--- src/rtl/logic_tile_pkg.sv ---
// Shared widths and configuration-chain layout for the LUT + switch-box tile.
// Constants and types only: no latency and no flow control.
package logic_tile_pkg;

    localparam int LUT_INPUTS  = 5;
    localparam int LUT_SIZE    = 32;
    localparam int SB_WIDTH    = 4;
    localparam int SB_CFG_W    = SB_WIDTH * SB_WIDTH;
    localparam int CFG_LEN     = 49;
    localparam int LUT_REG_SEL = 32;
    localparam int SB_CFG_LSB  = 33;

    // The field order matches the chain bit order: sb_cfg sits at the MSB end, next to cfg_out.
    typedef struct packed {
        logic [SB_CFG_W-1:0] sb_cfg;
        logic                reg_sel;
        logic [LUT_SIZE-1:0] truth;
    } cfg_t;

endpackage

--- src/rtl/switch_box_4x4.sv ---
// 4x4 wired-OR crossbar: sb_out[i] is the OR of every sb_in[j] whose bit sb_cfg[4*i+j] is set.
// Purely combinational, so it has zero latency and no backpressure.
module switch_box_4x4
    import logic_tile_pkg::*;
(
    input  logic [SB_WIDTH-1:0] sb_in,
    input  logic [SB_CFG_W-1:0] sb_cfg,
    output logic [SB_WIDTH-1:0] sb_out
);

    always_comb begin
        sb_out = '0;
        for (int i = 0; i < SB_WIDTH; i++) begin
            for (int j = 0; j < SB_WIDTH; j++) begin
                sb_out[i] = sb_out[i] | (sb_in[j] & sb_cfg[i*SB_WIDTH+j]);
            end
        end
    end

endmodule

--- src/rtl/logic_tile_sb.sv ---
// FPGA tile: a 5-LUT with an optional output flop, plus a 4x4 switch box, programmed by one 49-bit serial chain.
// out has 0 or 1 cycle of latency depending on reg_sel; sb_out has 0; there is no backpressure.
module logic_tile_sb
    import logic_tile_pkg::*;
(
    input  logic                clock,
    input  logic                reset,
    input  logic                in1,
    input  logic                in2,
    input  logic                in3,
    input  logic                in4,
    input  logic                in5,
    output logic                out,
    input  logic [SB_WIDTH-1:0] sb_in,
    output logic [SB_WIDTH-1:0] sb_out,
    input  logic                cfg_en,
    input  logic                cfg_in,
    output logic                cfg_out
);

    cfg_t                  cfg_q, cfg_d;
    logic                  lut_q, lut_d;
    logic [LUT_INPUTS-1:0] lut_idx;
    logic                  lut_val;

    always_comb begin
        cfg_d = cfg_q;
        if (cfg_en) begin
            cfg_d = cfg_t'({cfg_q[CFG_LEN-2:0], cfg_in});
        end
    end

    assign lut_idx = {in5, in4, in3, in2, in1};
    assign lut_val = cfg_q.truth[lut_idx];
    // The output flop samples every cycle, so switching modes exposes a value that is already current.
    assign lut_d   = lut_val;

    always_ff @(posedge clock or posedge reset) begin
        if (reset) begin
            cfg_q <= '0;
            lut_q <= 1'b0;
        end else begin
            cfg_q <= cfg_d;
            lut_q <= lut_d;
        end
    end

    assign out     = cfg_q.reg_sel ? lut_q : lut_val;
    assign cfg_out = cfg_q[CFG_LEN-1];

    switch_box_4x4 u_sb (
        .sb_in  (sb_in),
        .sb_cfg (cfg_q.sb_cfg),
        .sb_out (sb_out)
    );

endmodule

--- config.mk ---
export PLATFORM = sky130hd
export DESIGN_NAME = logic_tile_sb
export DESIGN_NICKNAME = d
export VERILOG_FILES = /design/src/rtl/logic_tile_pkg.sv /design/src/rtl/switch_box_4x4.sv /design/src/rtl/logic_tile_sb.sv
export SDC_FILE = /design/constraint.sdc
export NUM_CORES = 1
export LEC_CHECK = 0
export CAP_MARGIN = 10
export CORE_MARGIN = 8
export CORE_UTILIZATION = 55
export CTS_CLUSTER_DIAMETER = 50
export DETAILED_ROUTE_END_ITERATION = 16
export GPL_ROUTABILITY_DRIVEN = 0
export GPL_TIMING_DRIVEN = 0
export PLACE_DENSITY_LB_ADDON = 0.12
export SYNTH_ARGS = -nofsm -noshare
export SYNTH_HDL_FRONTEND = slang
export SYNTH_SLANG_ARGS = --single-unit
--- constraint.sdc ---
create_clock -name clock -period 5.2 [get_ports clock]
set_clock_uncertainty 0.2 [all_clocks]
set_input_delay 1.04 -clock clock [delete_from_list [all_inputs] [get_ports clock]]
set_output_delay 1.04 -clock clock [all_outputs]
set_load 0.05 [all_outputs]
# Yosys cells after proc, flatten, opt, wreduce, memory -nomap -nowiden
# Index checks and enable logic that the tools add are counted.
dict set report word_totals {
  in_bits 13
  wordCells 36
  output_inout_bits 6
  reg_bits 50
}
dict set report op_classes {
  bitwise_logic 28
  magnitude_cmp 1
  mux 3
}
# cell n
set op_table {}
lappend op_table {{AND 1 bit} 16}
lappend op_table {{OR 1 bit} 12}
lappend op_table {{less-than comparator 5 x 6 -> 1 bit, second input constant} 1}
lappend op_table {{binary-select mux 1 bit (select 5 bit)} 1}
lappend op_table {{two-way mux 1 bit} 2}

# Longest topological paths before layout
dict set report depth {
  ltp_word 4
  mapped_depth 6
  ltp_nobuf 5
}

# By module
# Synthesis repeated with hierarchy kept, for this count alone.
dict set report hier_totals {
  cells_unflattened 162
  area_unflattened_um2 2264.7
}
# module seq_area_each_um2 cells_each instances area_each_um2
set by_module_without_submodules {}
lappend by_module_without_submodules {logic_tile_sb 1251.2 150 1 2189.6}
lappend by_module_without_submodules {switch_box_4x4 0.0 12 1 75.1}

# Worst setup path after synthesis
# Ideal clock, no wire load.
dict set report synth_path {
  path_kind {input -> output}
  startpoint {input in1}
  endpoint {output out}
  path_stages 6
  slack_ns 1.448
  required_ns 3.960
  path_buffers 1
  arrival_ns 2.512
  path_cell_list {buf_6 mux2i_1 a22o_1 a2111oi_4 a22oi_2 a41oi_2}
}
dict set report synth_via {
  elab_chain_len 3
}
# item line_no
set synth_rtl {}
lappend synth_rtl {{from (decl)} logic_tile_sb.sv:8} ;# input logic in1,
lappend synth_rtl {{binary-select mux 1 bit (select 5 bit)} logic_tile_sb.sv:34} ;# assign lut_val = cfg_q.truth[lut_idx];
lappend synth_rtl {{two-way mux 1 bit (implied by the code)} logic_tile_sb.sv:34}
lappend synth_rtl {{two-way mux 1 bit} logic_tile_sb.sv:48} ;# assign out = cfg_q.reg_sel ? lut_q : lut_val;
lappend synth_rtl {{to (decl)} logic_tile_sb.sv:13} ;# output logic out,
# No other way between the ends. The select of a mux whose other input is x is not followed.

# Final worst setup path
dict set report layout_path {
  startpoint {input in3}
  endpoint {output out}
}
dict set report layout_via {
  elab_chain_len 3
}
# item line_no
set layout_rtl {}
lappend layout_rtl {{from (decl)} logic_tile_sb.sv:10} ;# input logic in3,
lappend layout_rtl {{binary-select mux 1 bit (select 5 bit)} logic_tile_sb.sv:34}
lappend layout_rtl {{two-way mux 1 bit (implied by the code)} logic_tile_sb.sv:34}
lappend layout_rtl {{two-way mux 1 bit} logic_tile_sb.sv:48}
# No other way between the ends. The select of a mux whose other input is x is not followed.

==> summary.txt <==
outcome = completed
CTS H-Tree Depth = 2
P&R area growth vs syn = 14.8%
Reg-to-Reg Start = cfg_q[7]
HPWL Detailed = 2860 um
clock period minus worst slack = 4.72 ns
core box area = 3970 um^2
final setup vio count = 0
drt wl/cell = 16.5 um
largest net degree at the start of global routing = 35
CP Class = in -> out
CTS root buffer = clkbuf_8
Remaining DRCs = 0
cells after synthesis = 163
CTS Hold Bufs = 0
GRT Util Overall = 0.134
vias per inst = 5.73
n_diodes = 0
first-pass GRT wire length = 6690 um
fin nets = 200
top layer in use = met4
final hold violations = 0
Slew HR = 0.646
Ports = 19
Distinct cells, synth = 21
Post CTS Setup Buffer Count = 0
fin. max-slew vios = 0
via count of the first global-routing pass = 1,394
Slew @ Worst Pin = 0.532 ns
Clock Pin Slew Worst Setup and Hold Paths = 0.08 ns
CTS Sinks = 50
total of max-cap violations = 0
commonest non-fill, non-tap cells in the layout = 50 x dfrtp_1, 48 x mux2_2, 16 x mux2i_1, 16 x clkdlybuf4s50_1, 10 x a22oi_1
Vias = 1,363
placed cells = 230
Critical Path AT = 3.48 ns
most frequent CP cell = clkdlybuf4s50_1
Mapped Avg Cell Area = 13.9 um^2
CP max stage delay = 0.84 ns
crit path launch = in3
CTS resizes = 0
fmax = 212 MHz
period utilization = 0.907
Hold Crit Start = cfg_q[32]
#FFs+latches synth = 50
type of the worst min-delay path = reg -> reg
worst ir drop on vdd = 0.248 mV
Pwr per Cell Area = 388 nW/um^2
R2R Setup Slk = 3.63 ns
Port-buffer cells = 16
RSZ-0062 raised after global routing = false
required time of the critical path = 3.96 ns
Rows = 23
Total Wirelength = 3930 um
crit-path max FO = 4
DR pass1 iterations = 4
Clock Path Buffers = 2
sequential area share after synthesis = 0.553
Crit. End Element = primary output
LEAKAGE = 1.20 nW
total power draw = 0.00101 W
Routed Antenna Nets = 0
CP max-delay cell = clkdlybuf4s50_1
number of CTS-inserted buffers = 5
Overflow after GRT = 0
Initial DRC Count = 98
met1 wire length = 1820 um
non-filler instance count after layout = 238
share of post-route cells with drive strength above 1 = 0.330
fin util = 0.654
synthesized area = 2260 um^2
Setup TNS = 0 ns
CP cell instances = clkdlybuf4s50_1, and2_1, a22o_1, a2111oi_4, a22oi_2, a41oi_2, clkdlybuf4s50_1
commonest non-fill, non-tap cell in the layout = dfrtp_1
Post-Syn Nets = 176
WL met3 = 189 um
worst hold path depth = 1
Clock Latency Late Sink = 0.30 ns
DR WL met2 = 1860 um
Die Ht = 80.1 um
Initial Util = 0.570
Synthesis Warnings = 0
die width = 80.1 um
initial antenna violation count = 0
crit path launch type = primary input
Die ar. = 6420 um^2
reg2reg end = lut_q
hold_ws = 0.304 ns
Worst Hold End = cfg_q[33]
R2R cell count = 5
CTS tree = built
[worst max path at each step]
stage | end
after floorplan | out
after global placement | out
after detailed placement | out
after CTS | out
after global routing | out
final | out
[per-stage QoR]
stage,instance area (um^2),worst slack [ns]
after global routing,2600,0.441
after floorplan,2260,1.45
after CTS,2600,0.483
final,2600,0.484
after global placement,2480,0.515
after detailed placement,2500,0.495
[where the power goes]
part           switching (W)  total [W]  internal [W]
clock network       0.000123   0.000230      0.000107
registers          0.0000688   0.000558      0.000489
logic              0.0000910   0.000219      0.000128
[cell type report]
type,count,area [um^2]
Fill cell,304,1380
Clock inverter,1,5.00
Multi-Input combinational cell,103,962
Inverter,2,7.51
Timing Repair Buffer,17,180
Buffer,8,41.3
Sequential cell,50,1250
Clock buffer,7,86.3
Tap cell,50,62.6
[cell families (layout without fill, tap and decap cells)]
logic type	after synthesis	count (layout)	share of synthesized area
AO/OA/AOI/OAI	20	20	0.0769
buffers and inverters	10	35	0.0216
flip-flops	50	50	0.553
multiplexers	64	64	0.310
AND/OR/NAND/NOR	19	19	0.0387
[synth_stat cells (all sizes together)]
cell type	count	share of area
nor2b	2	0.0055
nand2	9	0.015
inv	2	0.0033
a22oi	11	0.039
and2	1	0.0028
a41oi	1	0.0072
a21oi	4	0.0088
mux2	48	0.24
buf	6	0.015
nand2b	2	0.0055
a22o	2	0.0077
o21ai	1	0.0022
clkbuf	2	0.0033
dfrtp	50	0.55
nor2	2	0.0033
mux2i	16	0.071
nand3	3	0.0066
a2111oi	1	0.012
[registers in the layout, summed over array words and instances, names as in the netlist]
register / count
cfg_out: 1
cfg_q: 48
lut_q: 1
[layer usage]
metal | up-vias | GRT usage
met5 | - | 0
met4 | 0 | 0.0473
met3 | 9 | 0.0480
met2 | 23 | 0.203
met1 | 688 | 0.173
li1 | 643 | -
[worst max-delay path, delay by kind of cell]
kind,cells,cell delay [ns]
buf+inv,2,1.29
simple gates,1,0.23
compound gates,4,0.91
Power figures use the tool's default switching activity.
